--- src/rtl/spiral_frame_wrapper.sv ---
// Frame buffer around a streaming Spiral transform core: collects one input frame from DMA,
// streams it into the core, captures the core's output frame and drains it back to DMA.
module spiral_frame_wrapper #(
    parameter int LANES          = 4,
    parameter int SAMPLE_W       = 8,
    parameter int FRAME_WORDS    = 32,
    parameter int OVERLAP        = 0,
    parameter int TIMEOUT_CYCLES = 1024,
    parameter int CNT_W          = 16
) (
    input  logic                      clk,
    input  logic                      rst,
    input  logic [LANES*SAMPLE_W-1:0] s_data,
    input  logic                      s_valid,
    output logic                      s_ready,
    output logic [LANES*SAMPLE_W-1:0] m_data,
    output logic                      m_valid,
    input  logic                      m_ready,
    output logic                      core_next,
    output logic [LANES*SAMPLE_W-1:0] core_x,
    input  logic                      core_next_out,
    input  logic [LANES*SAMPLE_W-1:0] core_y,
    output logic                      dev_ready,
    output logic                      dev_busy,
    output logic                      frame_done,
    output logic [CNT_W-1:0]          frame_count,
    output logic                      err_timeout,
    output logic                      err_spurious
);
    localparam int W  = LANES * SAMPLE_W;
    localparam int AW = (FRAME_WORDS > 1) ? $clog2(FRAME_WORDS) : 1;
    localparam int CW = $clog2(FRAME_WORDS + 1);
    localparam int TW = $clog2(TIMEOUT_CYCLES + 1);
    localparam logic [CW-1:0] FULL     = CW'(FRAME_WORDS);
    localparam logic [AW-1:0] CAP_LAST = AW'(FRAME_WORDS - 1);
    localparam logic [TW-1:0] TO_LAST  = TW'(TIMEOUT_CYCLES - 1);

    typedef enum logic [2:0] {IDLE, FILL, STREAM, WAIT, CAPTURE, DRAIN} state_t;
    state_t state, state_nxt;

    logic [W-1:0]  in_buf  [FRAME_WORDS];
    logic [W-1:0]  out_buf [FRAME_WORDS];
    logic [CW-1:0] in_cnt, in_cnt_nxt, str_cnt, out_cnt;
    logic [AW-1:0] cap_cnt, rd_ptr;
    logic [TW-1:0] wait_cnt;
    logic          init_done;
    logic          accept, pop, last_pop, stream_end, cap_end, timeout_hit;

    // init_done holds s_ready low for the first cycle after reset so every output reads 0 there
    always_comb begin
        s_ready = 1'b0;
        if (init_done && (in_cnt < FULL)) begin
            if (state == IDLE || state == FILL || (OVERLAP != 0 && state == DRAIN))
                s_ready = 1'b1;
        end
        accept     = s_valid & s_ready;
        in_cnt_nxt = in_cnt + CW'(accept);

        m_valid  = (state == DRAIN) && (out_cnt != '0);
        m_data   = m_valid ? out_buf[rd_ptr] : '0;
        pop      = m_valid & m_ready;
        last_pop = pop && (out_cnt == CW'(1));

        core_next = (state == STREAM) && (str_cnt == '0);
        core_x    = '0;
        if (state == STREAM && str_cnt != '0)
            core_x = in_buf[AW'(str_cnt - CW'(1))];

        stream_end  = (state == STREAM) && (str_cnt == FULL);
        cap_end     = (state == CAPTURE) && (cap_cnt == CAP_LAST);
        timeout_hit = (state == WAIT) && !core_next_out && (wait_cnt == TO_LAST);
        dev_busy    = (state == STREAM) || (state == WAIT) || (state == CAPTURE);
    end

    assign dev_ready = s_ready;

    always_comb begin
        state_nxt = state;
        case (state)
            IDLE:    if (accept) state_nxt = FILL;
            FILL:    if (in_cnt == FULL) state_nxt = STREAM;
            STREAM:  if (stream_end) state_nxt = WAIT;
            WAIT: begin
                if (core_next_out)    state_nxt = CAPTURE;
                else if (timeout_hit) state_nxt = IDLE;
            end
            CAPTURE: if (cap_end) state_nxt = DRAIN;
            DRAIN: begin
                // an overlapped input frame may already be complete when the output frame empties
                if (last_pop) begin
                    if (in_cnt_nxt == FULL)     state_nxt = STREAM;
                    else if (in_cnt_nxt != '0)  state_nxt = FILL;
                    else                        state_nxt = IDLE;
                end
            end
            default: state_nxt = IDLE;
        endcase
    end

    always_ff @(posedge clk) begin
        if (!rst) begin
            state        <= IDLE;
            init_done    <= 1'b0;
            in_cnt       <= '0;
            str_cnt      <= '0;
            wait_cnt     <= '0;
            cap_cnt      <= '0;
            out_cnt      <= '0;
            rd_ptr       <= '0;
            frame_done   <= 1'b0;
            frame_count  <= '0;
            err_timeout  <= 1'b0;
            err_spurious <= 1'b0;
        end else begin
            state     <= state_nxt;
            init_done <= 1'b1;
            in_cnt    <= stream_end ? '0 : in_cnt_nxt;
            str_cnt   <= (state == STREAM && !stream_end) ? str_cnt + CW'(1) : '0;
            wait_cnt  <= (state == WAIT) ? wait_cnt + TW'(1) : '0;
            cap_cnt   <= (state == CAPTURE) ? cap_cnt + AW'(1) : '0;

            if (cap_end)
                out_cnt <= FULL;
            else if (pop)
                out_cnt <= out_cnt - CW'(1);

            if (state == CAPTURE)
                rd_ptr <= '0;
            else if (pop)
                rd_ptr <= rd_ptr + AW'(1);

            frame_done <= last_pop;
            if (last_pop)
                frame_count <= frame_count + CNT_W'(1);

            if (timeout_hit)
                err_timeout <= 1'b1;
            if (core_next_out && state != WAIT)
                err_spurious <= 1'b1;
        end
    end

    // Buffers carry no reset; the counters alone decide what is valid
    always_ff @(posedge clk) begin
        if (accept)
            in_buf[AW'(in_cnt)] <= s_data;
        if (state == CAPTURE)
            out_buf[cap_cnt] <= core_y;
    end

endmodule

--- config.mk ---
export PLATFORM = sky130hd
export DESIGN_NAME = spiral_frame_wrapper
export DESIGN_NICKNAME = d
export VERILOG_FILES = /design/src/rtl/spiral_frame_wrapper.sv
export SDC_FILE = /design/constraint.sdc
export NUM_CORES = 2
export LEC_CHECK = 0
export ABC_CLOCK_PERIOD_IN_PS = 4000
export CAP_MARGIN = 15
export CORE_MARGIN = 8
export CORE_UTILIZATION = 50
export DETAILED_ROUTE_END_ITERATION = 16
export GPL_TIMING_DRIVEN = 0
export PLACE_DENSITY = 0.63
export SETUP_SLACK_MARGIN = 0.02
export SLEW_MARGIN = 10
export SYNTH_ARGS = -nofsm -noshare
export SYNTH_HDL_FRONTEND = slang
export SYNTH_SLANG_ARGS = --single-unit
--- constraint.sdc ---
create_clock -name clk -period 4 [get_ports clk]
set_input_delay 0.4 -clock clk [delete_from_list [all_inputs] [get_ports clk]]
set_output_delay 0.4 -clock clk [all_outputs]
set_load 0.005 [all_outputs]
==> summary by stage <==
Synthesis
The prevailing post-synth register cell is edfxtp_1. Counting instances in the post-synthesis netlist gives the leading cell types as edfxtp_1, mux4_2, nand2_1, nor2_1, mux2i_1. Sequential elements use 77.3% of the synthesized area.

The cell area after synthesis is 0.0813 mm2. Counting flops and latches in the post-synthesis netlist gives 2115. The net count after synthesis is 3876. Of the post-synthesis cell area, the dominant cell type holds 75.6%. Synthesis produced a netlist whose cell count is 3793. The average instance in the mapped netlist occupies 21.4 um2. The top cell type by total area after synthesis is edfxtp_1. The synthesized design contains 2048 enable-type register cells. Yosys attributes the largest share of cell area to edfxtp_1, mux4_2, dfxtp_1.

The post-synthesis async set-or-reset flop share is 0%. The most common cell in the netlist is edfxtp_1. The total number of yosys warnings is 0.

Counting distinct cell types in the post-synthesis netlist gives 50.

Place
Routability-driven placement finished with a final weighted congestion of 0.769. The half-perimeter wire length of the detailed placement result is 133000 um. The count of input and output buffers is 156. The area after detailed placement is 0.0878 mm2.

Timing
The final-report max-slew violation count is 0. Setup violations remaining at the end of the flow were counted as 6. In the post-route analysis, the smallest setup slack over all paths is -34.6 ps.

The worst path uses 101% of the clock period. At the pin with the least slew margin, the transition time is 1200 ps. Adding up every negative setup slack in the final design gives -86.7 ps. The highest attainable clock frequency is 248 MHz. Measured against its own limit, the worst slew margin works out to 20.0%. Clock skew on the completed layout was measured at 25.8 ps. Counting I/O delays and the setup requirement, the final critical path takes 4030 ps.

Setup repair after global routing could not meet its margin everywhere. The count of endpoints failing hold in the final timing report is 0. The final worst hold slack is 111 ps.

Finish
Cells fill 59.4% of the core in the end. The post-route netlist has 30.5% of its cells at a drive strength greater than 1. The area growth from synthesis to layout is 18.3%.

The final layout contains 4341 nets. After routing the design area is 0.0962 mm2.

Routing
The total routed wirelength is 205000 um. The via-per-instance ratio is 6.01. The average wire per cell in the routed design is 31.0 um. Once detail routing completed, the nets flagged for antenna violations numbered 0. The detailed router finished its first iteration with 4196 violations. For this run, design rule violations remaining after detail routing come to 0. The detailed-route via count is 39.7k. The first detailed-routing pass took 8 iterations.

Global routing
The number of antenna violations at the first check in global routing is 9. The pin count of the biggest net entering global routing is 33. The wire length of the first global-routing pass is 293000 um. The number of global-route vias before repair came to 40.9k.

Global routing finished with a remaining overflow of 0. Global routing used 23.1% of the available tracks.

Worst setup path
The data arrival time of the critical path is 3630 ps. The worst setup path is captured at a primary output. The critical path is of the flip-flop to primary output type. The critical path starts at str_cnt[0]. The worst setup path is launched from a flip-flop. The maximum fanout along the worst path is 8.

The critical register-to-register path startpoint is state[2]. The data required time at the worst endpoint is 3600 ps.

Hold path
In this run the most critical hold path is launched from rst. The path class of the tightest hold or removal check is primary input to flip-flop.

Floorplanning
The initial utilization of the core area, before any placement, comes to 50.2%. The row count is 148. The die covers 0.176 mm2.

During I/O placement, the number of pins put on the boundary was 157. The placeable core region is 0.162 mm2. The vertical extent of the die is 419 um. The die is 419 um wide.

Clock network
The cell sitting at the root of the clock tree is a clkbuf_16. The tree built by TritonCTS fans out to 2115 sinks. The CTS H-tree depth is 4. The clock input transition at the sequential cells of the worst setup and hold paths is 60 ps. The maximum number of buffers from clock root to sink is 3. The later pin in the worst-skew pair is clocked with a latency of 850 ps.

The number of clock buffers added by TritonCTS is 208. The TritonCTS clock tree is built. The total of hold buffers inserted after clock tree synthesis is 0.

Pwr
The design draws 43.3 mW. The worst vdd rail ir drop is 0.000483 V. For this design the static power due to leakage is 29.8 nW. The areal power density over the cells is 450 mW/mm2.

Run
Max-cap violations in this run came to 0.

Status
The run finished, with violations left. The final reports fail on negative setup slack.
## logic make-up (layout without fill, tap and decap cells)
| group | Yosys count | in the layout | synth area share (%) |
|---|---|---|---|
| multiplexers | 707 | 707 | 16.7 |
| AO/OA/AOI/OAI | 222 | 222 | 1.68 |
| AND/OR/NAND/NOR | 483 | 483 | 2.60 |
| XOR/XNOR | 37 | 37 | 0.399 |
| buffers and inverters | 215 | 850 | 1.12 |
| other | 0 | 5 | 0 |
| flip-flops | 2115 | 2115 | 77.3 |
| adder cells (fa/ha/maj) | 14 | 14 | 0.215 |
## registers in the layout, summed over array words and instances (netlist names), named ones only
signal        cells
str_cnt           6
frame_count      16
state             3
err_timeout       1
err_spurious      1
in_cnt            6
in_buf         1024
wait_cnt         11
rd_ptr            5
out_cnt           6
cap_cnt           5
init_done         1
frame_done        1
out_buf        1024
## critical path, cell delays in order, from the launching register on
cell	delay, ps
dfxtp_2	330
buf_6	140
buf_12	130
inv_4	30
ha_4	170
xnor2_4	130
or4b_4	530
or3b_4	400
buf_12	180
buf_6	180
o22ai_4	240
a211o_1	170
buf_2	130
## per-layer routing
metal / part of all wire, % / vias up / GRT usage (%)
li1: - / 16700 / -
met1: 39 / 21300 / 30.4
met2: 52 / 1422 / 40.0
met3: 5.7 / 319 / 3.60
met4: 3.3 / 2 / 7.32
met5: 0.0064 / - / 0
## worst paths after layout
| kind | end | slack [ps] | cells after the start |
|---|---|---|---|
| setup / recovery | core_x[30] | -30 | 12 |
| hold / removal | init_done | 110 | 1 |
| setup reg to reg | out_buf[8][23] | 370 | 8 |
| hold reg to reg | wait_cnt[0] | 470 | 1 |
## cell usage in the layout (no fill, tap or decap), types with 27 or more instances in the layout
cell type,instances
dfxtp_1,64
clkinv_1,65
buf_2,29
mux2i_1,79
clkbuf_1,71
buf_6,45
mux2i_2,41
clkinv_2,37
clkbuf_2,35
nor2_1,114
mux2_2,64
mux4_2,512
nand2_1,193
o22ai_4,32
buf_16,27
clkbuf_16,210
nor2_4,64
a21oi_1,89
buf_4,30
edfxtp_1,2048
clkdlybuf4s50_1,123
clkbuf_4,34
buf_12,55
## through the flow
step,instances,worst slack (ps)
final,6608,-34.6
after global routing,6604,-81.0
after CTS,6594,-309
after detailed placement,6200,-2040
after global placement,6124,-2040
after floorplan,3793,601
## cell type report
| type | count | area (um2) |
|---|---|---|
| diodes | 5 | 12.5 |
| plain buffers | 196 | 1610 |
| clock buffers | 252 | 5400 |
| clock inverters | 128 | 992 |
| fillers | 11500 | 65800 |
| inverters | 12 | 47.5 |
| multi-input cells | 1463 | 19000 |
| flip-flops and latches | 2115 | 62800 |
| well taps | 2175 | 2720 |
| repair buffers | 262 | 3570 |
## power breakdown
part           internal [mW]  switching [mW]  leakage (nW)  total (mW)
sequential              24.3         0.00929          19.0        24.3
clock                   10.2            8.26          3.14        18.5
combinational          0.110           0.375          7.68       0.485
## timing repair
item	in CTS	in global routing
pin swaps	64	17
endpoints found under the setup margin	66	49
gates cloned	4	0
gates resized for setup	574	122
buffers inserted	13	5
Note: power is estimated with default switching activity, not from simulation.
